[config.mk]
export PLATFORM = sky130hd
export DESIGN_NAME = sw_dispatch_credit_ctrl_flat
export DESIGN_NICKNAME = d
export VERILOG_FILES = /design/src/rtl/sw_dispatch_credit_ctrl_pkg.sv /design/src/rtl/sw_dispatch_credit_ctrl_if.sv /design/src/rtl/sw_credit_counter.sv /design/src/rtl/sw_dispatch_credit_ctrl.sv /design/src/flat_wrapper.sv
export SDC_FILE = /design/constraint.sdc
export NUM_CORES = 1
export LEC_CHECK = 0
export CORE_ASPECT_RATIO = 1.25
export CORE_MARGIN = 2
export CORE_UTILIZATION = 54
export DETAILED_ROUTE_END_ITERATION = 10
export PLACE_DENSITY = 0.92
export SYNTH_ARGS = -nofsm -noshare
export SYNTH_HDL_FRONTEND = slang
export SYNTH_HIERARCHICAL = 1
export SYNTH_SLANG_ARGS = --single-unit
[constraint.sdc]
create_clock -name clk_i -period 4.87 [get_ports clk_i]
set_clock_uncertainty 0.1 [all_clocks]
set_input_delay 0.487 -clock clk_i [delete_from_list [all_inputs] [get_ports clk_i]]
set_output_delay 0.487 -clock clk_i [all_outputs]
set_load 0.02 [all_outputs]
[src/rtl/sw_dispatch_credit_ctrl_pkg.sv]
// Shared constants and types for the Select/Wakeup dispatch admission controller.
package sw_dispatch_credit_ctrl_pkg;

  // Default RS sizes; these match the entry counts used by the RS allocators.
  localparam int unsigned ALU_ENT_NUM_DEF  = 8;
  localparam int unsigned LDST_ENT_NUM_DEF = 4;
  localparam int unsigned HOLD_TIMEOUT_DEF = 16;

  typedef enum logic [1:0] {
    ST_RUN   = 2'd0,
    ST_HOLD  = 2'd1,
    ST_FLUSH = 2'd2
  } dp_state_e;

  // Credit counter width: enough to hold the larger RS entry count itself.
  function automatic int unsigned cnt_width(input int unsigned a, input int unsigned b);
    return $clog2((a > b) ? a : b) + 1;
  endfunction

  // Number of valid slots whose class flag matches (0..2).
  function automatic logic [1:0] slot_count(input logic v1, input logic c1,
                                            input logic v2, input logic c2);
    return {1'b0, v1 & c1} + {1'b0, v2 & c2};
  endfunction

endpackage

[src/rtl/sw_dispatch_credit_ctrl_if.sv]
// Dispatch-side bundle between the decode slots, the RS issue feedback and
// the admission controller.
interface sw_dispatch_credit_ctrl_if #(
  parameter int unsigned CNT_W = 4
);
  logic             dp_valid_1_i;
  logic             dp_valid_2_i;
  logic             dp_is_mem_1_i;
  logic             dp_is_mem_2_i;
  logic             dp_stall_i;
  logic             kill_dp_i;
  logic             alu_issue_i;
  logic             mem_issue_i;
  logic [1:0]       alu_req_num_o;
  logic [1:0]       mem_req_num_o;
  logic             stall_dp_o;
  logic [CNT_W-1:0] alu_credit_o;
  logic [CNT_W-1:0] mem_credit_o;
  logic             deadlock_o;

  modport master (
    output dp_valid_1_i, dp_valid_2_i, dp_is_mem_1_i, dp_is_mem_2_i,
           dp_stall_i, kill_dp_i, alu_issue_i, mem_issue_i,
    input  alu_req_num_o, mem_req_num_o, stall_dp_o,
           alu_credit_o, mem_credit_o, deadlock_o
  );

  modport slave (
    input  dp_valid_1_i, dp_valid_2_i, dp_is_mem_1_i, dp_is_mem_2_i,
           dp_stall_i, kill_dp_i, alu_issue_i, mem_issue_i,
    output alu_req_num_o, mem_req_num_o, stall_dp_o,
           alu_credit_o, mem_credit_o, deadlock_o
  );
endinterface

[src/rtl/sw_credit_counter.sv]
// Free-entry credit register for one reservation station.
module sw_credit_counter #(
  parameter int unsigned N     = 8,
  parameter int unsigned CNT_W = 4
) (
  input  logic             clk_i,
  input  logic             reset_i,
  input  logic             reload_i,
  input  logic [1:0]       take_i,
  input  logic             give_i,
  output logic [CNT_W-1:0] credit_o
);

  // Reload to full on flush, otherwise net grants against issue returns.
  always_ff @(posedge clk_i) begin
    if (!reset_i)
      credit_o <= CNT_W'(N);
    else if (reload_i)
      credit_o <= CNT_W'(N);
    else
      credit_o <= credit_o - CNT_W'(take_i) + CNT_W'(give_i);
  end

endmodule

[src/rtl/sw_dispatch_credit_ctrl.sv]
// Dispatch admission controller: classifies the two dispatch slots, grants the
// pair all-or-nothing against registered RS credits, and sequences RUN/HOLD/FLUSH
// with a sticky deadlock flag for overly long holds.
module sw_dispatch_credit_ctrl
  import sw_dispatch_credit_ctrl_pkg::*;
#(
  parameter int unsigned ALU_ENT_NUM  = ALU_ENT_NUM_DEF,
  parameter int unsigned LDST_ENT_NUM = LDST_ENT_NUM_DEF,
  parameter int unsigned HOLD_TIMEOUT = HOLD_TIMEOUT_DEF,
  parameter int unsigned CNT_W        = cnt_width(ALU_ENT_NUM, LDST_ENT_NUM)
) (
  input logic                      clk_i,
  input logic                      reset_i,
  sw_dispatch_credit_ctrl_if.slave dp
);

  localparam int unsigned HC_W = $clog2(HOLD_TIMEOUT + 1);

  dp_state_e        state, state_next;
  logic [HC_W-1:0]  hold_cnt;
  logic [1:0]       need_alu, need_mem;
  logic [CNT_W-1:0] alu_credit, mem_credit;
  logic             fit, grant, stall, not_flush, reload;

  // Slot classification, fit check on registered credits, grant and stall.
  always_comb begin
    need_alu  = slot_count(dp.dp_valid_1_i, ~dp.dp_is_mem_1_i,
                           dp.dp_valid_2_i, ~dp.dp_is_mem_2_i);
    need_mem  = slot_count(dp.dp_valid_1_i, dp.dp_is_mem_1_i,
                           dp.dp_valid_2_i, dp.dp_is_mem_2_i);
    fit       = (CNT_W'(need_alu) <= alu_credit) && (CNT_W'(need_mem) <= mem_credit);
    not_flush = (state != ST_FLUSH);
    grant     = not_flush & ~dp.dp_stall_i & ~dp.kill_dp_i & fit & dp.dp_valid_1_i;
    stall     = dp.dp_valid_1_i & ~fit & not_flush & ~dp.kill_dp_i;
  end

  // Next-state selection; kill overrides every other transition.
  always_comb begin
    state_next = state;
    if (dp.kill_dp_i) begin
      state_next = ST_FLUSH;
    end else begin
      case (state)
        ST_RUN:   if (stall) state_next = ST_HOLD;
        ST_HOLD:  if (grant) state_next = ST_RUN;
        ST_FLUSH: state_next = ST_RUN;
        default:  state_next = ST_RUN;
      endcase
    end
  end

  // State register.
  always_ff @(posedge clk_i) begin
    if (!reset_i) state <= ST_RUN;
    else          state <= state_next;
  end

  // Hold cycle counter: counts consecutive HOLD cycles, saturating, zero elsewhere.
  always_ff @(posedge clk_i) begin
    if (!reset_i)
      hold_cnt <= '0;
    else if (state != ST_HOLD || state_next != ST_HOLD)
      hold_cnt <= '0;
    else if (hold_cnt != HC_W'(HOLD_TIMEOUT))
      hold_cnt <= hold_cnt + HC_W'(1);
  end

  // Sticky deadlock flag, set by the HOLD_TIMEOUT-th consecutive HOLD cycle.
  always_ff @(posedge clk_i) begin
    if (!reset_i)
      dp.deadlock_o <= 1'b0;
    else if (state == ST_HOLD && hold_cnt >= HC_W'(HOLD_TIMEOUT - 1))
      dp.deadlock_o <= 1'b1;
  end

  // Issue returns in the kill cycle and the FLUSH cycle are swallowed by the reload.
  assign reload = dp.kill_dp_i | (state == ST_FLUSH);

  assign dp.alu_req_num_o = grant ? need_alu : 2'd0;
  assign dp.mem_req_num_o = grant ? need_mem : 2'd0;
  assign dp.stall_dp_o    = stall;
  assign dp.alu_credit_o  = alu_credit;
  assign dp.mem_credit_o  = mem_credit;

  sw_credit_counter #(.N(ALU_ENT_NUM), .CNT_W(CNT_W)) u_alu_credit (
    .clk_i    (clk_i),
    .reset_i  (reset_i),
    .reload_i (reload),
    .take_i   (dp.alu_req_num_o),
    .give_i   (dp.alu_issue_i),
    .credit_o (alu_credit)
  );

  sw_credit_counter #(.N(LDST_ENT_NUM), .CNT_W(CNT_W)) u_mem_credit (
    .clk_i    (clk_i),
    .reset_i  (reset_i),
    .reload_i (reload),
    .take_i   (dp.mem_req_num_o),
    .give_i   (dp.mem_issue_i),
    .credit_o (mem_credit)
  );

endmodule
[src/flat_wrapper.sv]
// flat-port wrapper written by rule: the top's interface ports become plain ports
module sw_dispatch_credit_ctrl_flat import sw_dispatch_credit_ctrl_pkg::*;
#(
  parameter int unsigned ALU_ENT_NUM  = ALU_ENT_NUM_DEF,
  parameter int unsigned LDST_ENT_NUM = LDST_ENT_NUM_DEF,
  parameter int unsigned HOLD_TIMEOUT = HOLD_TIMEOUT_DEF,
  parameter int unsigned CNT_W        = cnt_width(ALU_ENT_NUM, LDST_ENT_NUM)
)
  (clk_i, reset_i, dp_dp_valid_1_i, dp_dp_valid_2_i, dp_dp_is_mem_1_i, dp_dp_is_mem_2_i, dp_dp_stall_i, dp_kill_dp_i, dp_alu_issue_i, dp_mem_issue_i, dp_alu_req_num_o, dp_mem_req_num_o, dp_stall_dp_o, dp_alu_credit_o, dp_mem_credit_o, dp_deadlock_o);
  sw_dispatch_credit_ctrl_if #(.CNT_W(CNT_W)) dp_i ();
  input logic clk_i;
  input logic reset_i;
  input wire logic [$bits(dp_i.dp_valid_1_i)-1:0] dp_dp_valid_1_i;
  input wire logic [$bits(dp_i.dp_valid_2_i)-1:0] dp_dp_valid_2_i;
  input wire logic [$bits(dp_i.dp_is_mem_1_i)-1:0] dp_dp_is_mem_1_i;
  input wire logic [$bits(dp_i.dp_is_mem_2_i)-1:0] dp_dp_is_mem_2_i;
  input wire logic [$bits(dp_i.dp_stall_i)-1:0] dp_dp_stall_i;
  input wire logic [$bits(dp_i.kill_dp_i)-1:0] dp_kill_dp_i;
  input wire logic [$bits(dp_i.alu_issue_i)-1:0] dp_alu_issue_i;
  input wire logic [$bits(dp_i.mem_issue_i)-1:0] dp_mem_issue_i;
  output wire logic [$bits(dp_i.alu_req_num_o)-1:0] dp_alu_req_num_o;
  output wire logic [$bits(dp_i.mem_req_num_o)-1:0] dp_mem_req_num_o;
  output wire logic [$bits(dp_i.stall_dp_o)-1:0] dp_stall_dp_o;
  output wire logic [$bits(dp_i.alu_credit_o)-1:0] dp_alu_credit_o;
  output wire logic [$bits(dp_i.mem_credit_o)-1:0] dp_mem_credit_o;
  output wire logic [$bits(dp_i.deadlock_o)-1:0] dp_deadlock_o;
  assign dp_i.dp_valid_1_i = dp_dp_valid_1_i;
  assign dp_i.dp_valid_2_i = dp_dp_valid_2_i;
  assign dp_i.dp_is_mem_1_i = dp_dp_is_mem_1_i;
  assign dp_i.dp_is_mem_2_i = dp_dp_is_mem_2_i;
  assign dp_i.dp_stall_i = dp_dp_stall_i;
  assign dp_i.kill_dp_i = dp_kill_dp_i;
  assign dp_i.alu_issue_i = dp_alu_issue_i;
  assign dp_i.mem_issue_i = dp_mem_issue_i;
  assign dp_alu_req_num_o = dp_i.alu_req_num_o;
  assign dp_mem_req_num_o = dp_i.mem_req_num_o;
  assign dp_stall_dp_o = dp_i.stall_dp_o;
  assign dp_alu_credit_o = dp_i.alu_credit_o;
  assign dp_mem_credit_o = dp_i.mem_credit_o;
  assign dp_deadlock_o = dp_i.deadlock_o;
  sw_dispatch_credit_ctrl #(.ALU_ENT_NUM(ALU_ENT_NUM), .LDST_ENT_NUM(LDST_ENT_NUM), .HOLD_TIMEOUT(HOLD_TIMEOUT), .CNT_W(CNT_W)) u_core (.clk_i(clk_i), .reset_i(reset_i), .dp(dp_i));
endmodule
; After elaboration in Yosys (flattened, before gate mapping)
; Index checks and enable logic that the tools add are counted.
; Widths: inputs -> output; s select.
[totals]
ff_bits = 16
in_bits = 10
output_inout_bits = 14
word_cells = 51
[classes]
addsub = 7
n_lt_le_gt_ge = 3
n_eq_ne = 6
muxes = 6
n_bitwise = 18
n_reduce_logical = 6
[op_table]
columns = operator, n
row1 = $and 1x1->1, 11
row2 = $mux 2, 5
row3 = $add 4x1->4, 2
row4 = $le 2x4->1, 2
row5 = $sub 4x2->4, 2
row6 = $not 1->1, 6
row7 = $add 5x1->5 const B, 1
row8 = $ge 5x4->1 const B, 1
row9 = $ne 5x5->1 const B, 1
row10 = $add 1x1->2, 2
row11 = $ne 2x1->1 const B, 2
row12 = $pmux 2 s2, 1
row13 = $reduce_or 2->1, 2
row14 = $eq 2x1->1 const B, 1
row15 = $eq 2x2->1 const B, 1
row16 = $logic_and 1x1->1, 2
row17 = $logic_not 2->1, 1
row18 = $ne 2x2->1 const B, 1
row19 = $logic_or 1x1->1, 1
row20 = $or 1x1->1, 1

; Depth between registers and ports, before layout
[logic_depth]
word_depth = 15
depth_mapped = 16
mapped_depth_nobuf = 16

; By module
; The synthesis kept the hierarchy.
[by_module_without_submodules]
columns = mod, instances, cells_per_inst, area_each_um2, seq_area_each_um2
row1 = sw_dispatch_credit_ctrl, 1, 72, 606.8, 160.2
row2 = sw_credit_counter, 2, 29, 257.7, 80.1

; Least setup slack after synthesis
; No wires, ideal clock.
[synth_timing]
path_type = input to register
startpoint = input dp_dp_valid_1_i
endpoint = register u_core.u_mem_credit.credit_o[2]
setup_ns = 0.119
t_arrival_ns = 3.187
t_required_ns = 4.651
setup_slack_ns = 1.464
path_stages = 14
n_path_buf = 0
cell_sequence = and2_1 ha_1 ha_1 nor2b_1 o21ai_0 o21ai_0 nor3_1 ha_1 inv_1 ha_1 inv_1 fa_1 xor2_1 nand2_1
[synth_via]
elab_chain_len = 9
elab_cells_between_ends = 12
cone_classes = add/sub: 4 / order compare: 2 / mux: 1 / bitwise: 4 / reduce/logical: 1
[synth_rtl]
columns = item, line
row1 = "start, declared", flat_wrapper.sv:13  ; input wire logic [$bits(dp_i.dp_valid_1_i)-1:0] dp_dp_valid_1_i;
row2 = $and 1x1->1, sw_dispatch_credit_ctrl_pkg.sv:23  ; return {1'b0, v1 & c1} + {1'b0, v2 & c2};
row3 = $add 1x1->2, sw_dispatch_credit_ctrl_pkg.sv:23
row4 = $le 2x4->1, sw_dispatch_credit_ctrl.sv:31  ; fit = (CNT_W'(need_alu) <= alu_credit) && (CNT_W'(need_mem) <= mem_credit);
row5 = $logic_and 1x1->1, sw_dispatch_credit_ctrl.sv:31
row6 = $and 1x1->1 (2 in series), sw_dispatch_credit_ctrl.sv:33  ; grant = not_flush & ~dp.dp_stall_i & ~dp.kill_dp_i & fit & dp.dp_valid_1_i;
row7 = $mux 2 *, sw_dispatch_credit_ctrl.sv:80  ; assign dp.mem_req_num_o = grant ? need_mem : 2'd0;
row8 = via dp_mem_req_num_o[0], flat_wrapper.sv:22  ; output wire logic [$bits(dp_i.mem_req_num_o)-1:0] dp_mem_req_num_o;
row9 = $sub 4x2->4 *, sw_credit_counter.sv:21  ; credit_o <= credit_o - CNT_W'(take_i) + CNT_W'(give_i);
row10 = $add 4x1->4 *, sw_credit_counter.sv:21
row11 = "end signal, assigned", sw_credit_counter.sv:17  ; credit_o <= CNT_W'(N);
row12 = "end signal, assigned", sw_credit_counter.sv:19  ; credit_o <= CNT_W'(N);
row13 = "end signal, assigned", sw_credit_counter.sv:21
row14 = "end, declared", sw_credit_counter.sv:11  ; output logic [CNT_W-1:0] credit_o
; Mark *: on every way through the listed nets, which the timed path passes. The rest lies on a longest branch.
; A chain may end at the register's enable or synchronous reset.

; Worst setup path in the final report
[layout_timing]
startpoint = input dp_dp_valid_1_i
endpoint = output dp_alu_req_num_o[1]
[layout_via]
elab_chain_len = 7
elab_cells_between_ends = 10
cone_classes = add/sub: 2 / order compare: 2 / mux: 1 / bitwise: 4 / reduce/logical: 1
[layout_rtl]
columns = item, line
row1 = $and 1x1->1, sw_dispatch_credit_ctrl_pkg.sv:23
row2 = $add 1x1->2, sw_dispatch_credit_ctrl_pkg.sv:23
row3 = $le 2x4->1, sw_dispatch_credit_ctrl.sv:31
row4 = $logic_and 1x1->1, sw_dispatch_credit_ctrl.sv:31
row5 = $and 1x1->1 (2 in series), sw_dispatch_credit_ctrl.sv:33
row6 = $mux 2 *, sw_dispatch_credit_ctrl.sv:79  ; assign dp.alu_req_num_o = grant ? need_alu : 2'd0;
row7 = "end, declared", flat_wrapper.sv:21  ; output wire logic [$bits(dp_i.alu_req_num_o)-1:0] dp_alu_req_num_o;
; Mark *: on every way between the ends. The rest lies on a longest branch, timed or not.

==> results.cfg <==
[route]
top_layer = met4
firstDrtPassIters = 4
wl_met3_um = 104
wl_met1_mm = 1.054
ant_nets = 0
drc = 0
dr_total_vias = 962
wl_per_cell_um = 14.02
routed_wl_mm = 2.481
wl_met2_mm = 1.281
vias_per_cell = 5.435
drtIter0Drc = 23

[global_routing]
grt_max_degree = 10
grt_usage_pct = 22.33
grt-ovfl-total = 0
grt_pass1_vias = 1001
antenna_found_initial = 0
grt_pass1_wl_mm = 4.043

[clock_tree]
post_cts_buffers = 0
h-tree-depth = 1
post_cts_resized = 0
cts_tree = done
ctsHoldBuffers = 0
clk_latency_ns = 0.29
numCtsBuffers = 3
clk_pin_slew_worst_paths_ns = 0.10
clock-root-buffer = clkbuf_4
cts_sinks = 16
clockBufferDepth = 2

[setup_path]
worstPathArrival_ns = 3.24
reg2reg_from = u_core/u_mem_credit/credit_o[1]
startpoint = dp_dp_valid_1_i
setup.worst_path.end = dp_alu_req_num_o[1]
end_kind = output pin
crit_fanout = 7
worstPathRequired_ns = 4.28
cp.depth = 9
cp_slowest_cell = clkdlybuf4s50_1
path_buf_inv = 2
cp-start-kind = primary input
cpPeakStageDelay_ns = 0.61
worstSetupPathType = in -> out
crit_chain = clkdlybuf4s50_1 > and2_1 > ha_1 > ha_1 > nor2b_1 > o21ai_0 > nor3b_2 > and2_1 > clkdlybuf4s50_1
r2r_end = u_core/u_mem_credit/credit_o[3]
rr_worst_depth = 12
path_delay_family = buffers and inverters
ff2ff_setup_slack_ns = 1.82

[final_layout]
antenna_cells = 0
multiInputGateArea_um2 = 696.9
final_cell_mix = 27 x inv_1, 23 x clkdlybuf4s50_1, 19 x ha_1
drive_gt1_share_pct = 5.096
syn_to_final_growth_pct = 25.98
fillers = 153
nets = 189
final_common_cell = inv_1
ff_latch_area_um2 = 320.3

[hold_path]
min_delay_path_depth = 1
hp-class = reg -> reg

[sta]
max_freq_mhz = 261.5
worst_hold_slack_ns = 0.3811
final_max_slew_viol_count = 0
rsz0062_at_grt = false
finalSetupViolations = 0
finalCriticalPeriod_ns = 3.824
tightest_slew_ns = 0.8734
finalSetupTns_ns = 0
hold_viol = 0
slew_headroom_pct = 40.96
period_share_pct = 78.51

[run_status]
status = finished, final reports clean

[synth]
yosysSeqAreaShare_pct = 28.54
yosys.area_share.xor_xnor_pct = 5.463
synth_top_family_by_area = adder cells
synth-edff-count = 0
syn_nets = 161
netlist_instances = 130
synth_flop_cell = dfxtp_1
synth_compound_gate_area_share_pct = 9.588
syn_area_per_cell_um2 = 8.633
muxShareOfSynthArea_pct = 0.8919
synth-simple-area-share_pct = 21.40
yosysWarnings = 6
post_synth_fa_ha_maj_area_fraction_pct = 24.75
async_reset_ff_share_pct = 0
synth.distinct_cells = 30
ys_ff_latch = 16
synth_area_um2 = 1122

[job]
cap_violations = 0

[die]
fp-row-count = 18
start_util_pct = 57.28
core_um2 = 1959
die_x_um = 44.78
fp.dieH_um = 54.97
ios = 24
die_area_um2 = 2461

[power]
peakVddDrop_mv = 0.1211
p_leak_nw = 0.6339
powerDensity_nw_per_um2 = 194.8

[place]
io_buffers = 23
place.gp.congestion = 0.8026
dp_hpwl_mm = 1.931
-- power by group --
| group | switching (mW) | internal [mW] | total, mW |
|---|---|---|---|
| sequential | 0.00271 | 0.133 | 0.136 |
| clock | 0.0453 | 0.0455 | 0.0908 |
| combinational | 0.0245 | 0.0240 | 0.0485 |
| total | 0.0725 | 0.203 | 0.275 |
-- flip-flops by register name, summed over array words and instances, names as in the netlist --
name,cells
u_core/u_mem_credit/credit_o,4
u_core/hold_cnt,5
u_core/dp.deadlock_o,1
u_core/state,2
u_core/u_alu_credit/credit_o,4
-- cells by family after synthesis --
kind of cell / after synthesis
flip-flops: 16
adder cells (fa/ha/maj): 21
buffers and inverters: 28
AND/OR/NAND/NOR: 41
multiplexers: 1
AO/OA/AOI/OAI: 16
XOR/XNOR: 7
-- cell usage after synthesis, types with 2 or more instances --
master | number | area (um^2)
o21ai_0 | 3 | 15.01
fa_1 | 2 | 40.04
a211oi_1 | 2 | 15.01
xnor2_1 | 3 | 26.28
nor3_1 | 3 | 15.01
nand3_1 | 5 | 25.02
a21o_1 | 2 | 15.01
nand2b_1 | 2 | 12.51
nand2_1 | 3 | 11.26
ha_1 | 19 | 237.7
inv_1 | 27 | 101.4
a21oi_1 | 5 | 25.02
nor2b_1 | 2 | 12.51
nor4b_1 | 3 | 26.28
and3_1 | 2 | 12.51
dfxtp_1 | 16 | 320.3
xor2_1 | 4 | 35.03
nor2_1 | 9 | 33.78
and2_1 | 7 | 43.79
-- layout make-up --
type	instances	area share (%)
well taps	20	1.770
repair buffers	23	16.28
inverters	28	7.434
multi-input cells	86	49.29
clock buffers	4	2.566
flip-flops and latches	16	22.65
-- worst min path at each step --
stage / from / endpoint / slack, ns
finish: u_core/dp.deadlock_o / u_core/dp.deadlock_o / 0.38
global route: u_core/dp.deadlock_o / u_core/dp.deadlock_o / 0.40
CTS: u_core/dp.deadlock_o / u_core/dp.deadlock_o / 0.39
detailed placement: u_core/dp.deadlock_o / u_core/dp.deadlock_o / 0.36
global placement: u_core/dp.deadlock_o / u_core/dp.deadlock_o / 0.35
floorplan: u_core/hold_cnt[3] / u_core/hold_cnt[3] / 0.44
-- stage by stage --
stage,std cells,util [%],setup slack (ns),power [mW],instance area [um^2]
finish,177,72.16,1.046,0.2754,1414
global route,177,72.16,0.9043,0.2872,1414
CTS,177,72.16,1.062,0.2778,1414
detailed placement,173,70.31,0.9697,0.1862,1378
global placement,173,70.31,1.086,0.1833,1378
floorplan,130,-,1.464,0.1657,1122
-- layer usage --
layer  vias to the layer above  global-route usage (%)
li1                        485                       -
met1                       447                   24.25
met2                        24                   41.06
met3                         6                   4.545
met4                         0                   10.78
met5                         -                       0
No activity file was read; power rests on OpenSTA's default activity.
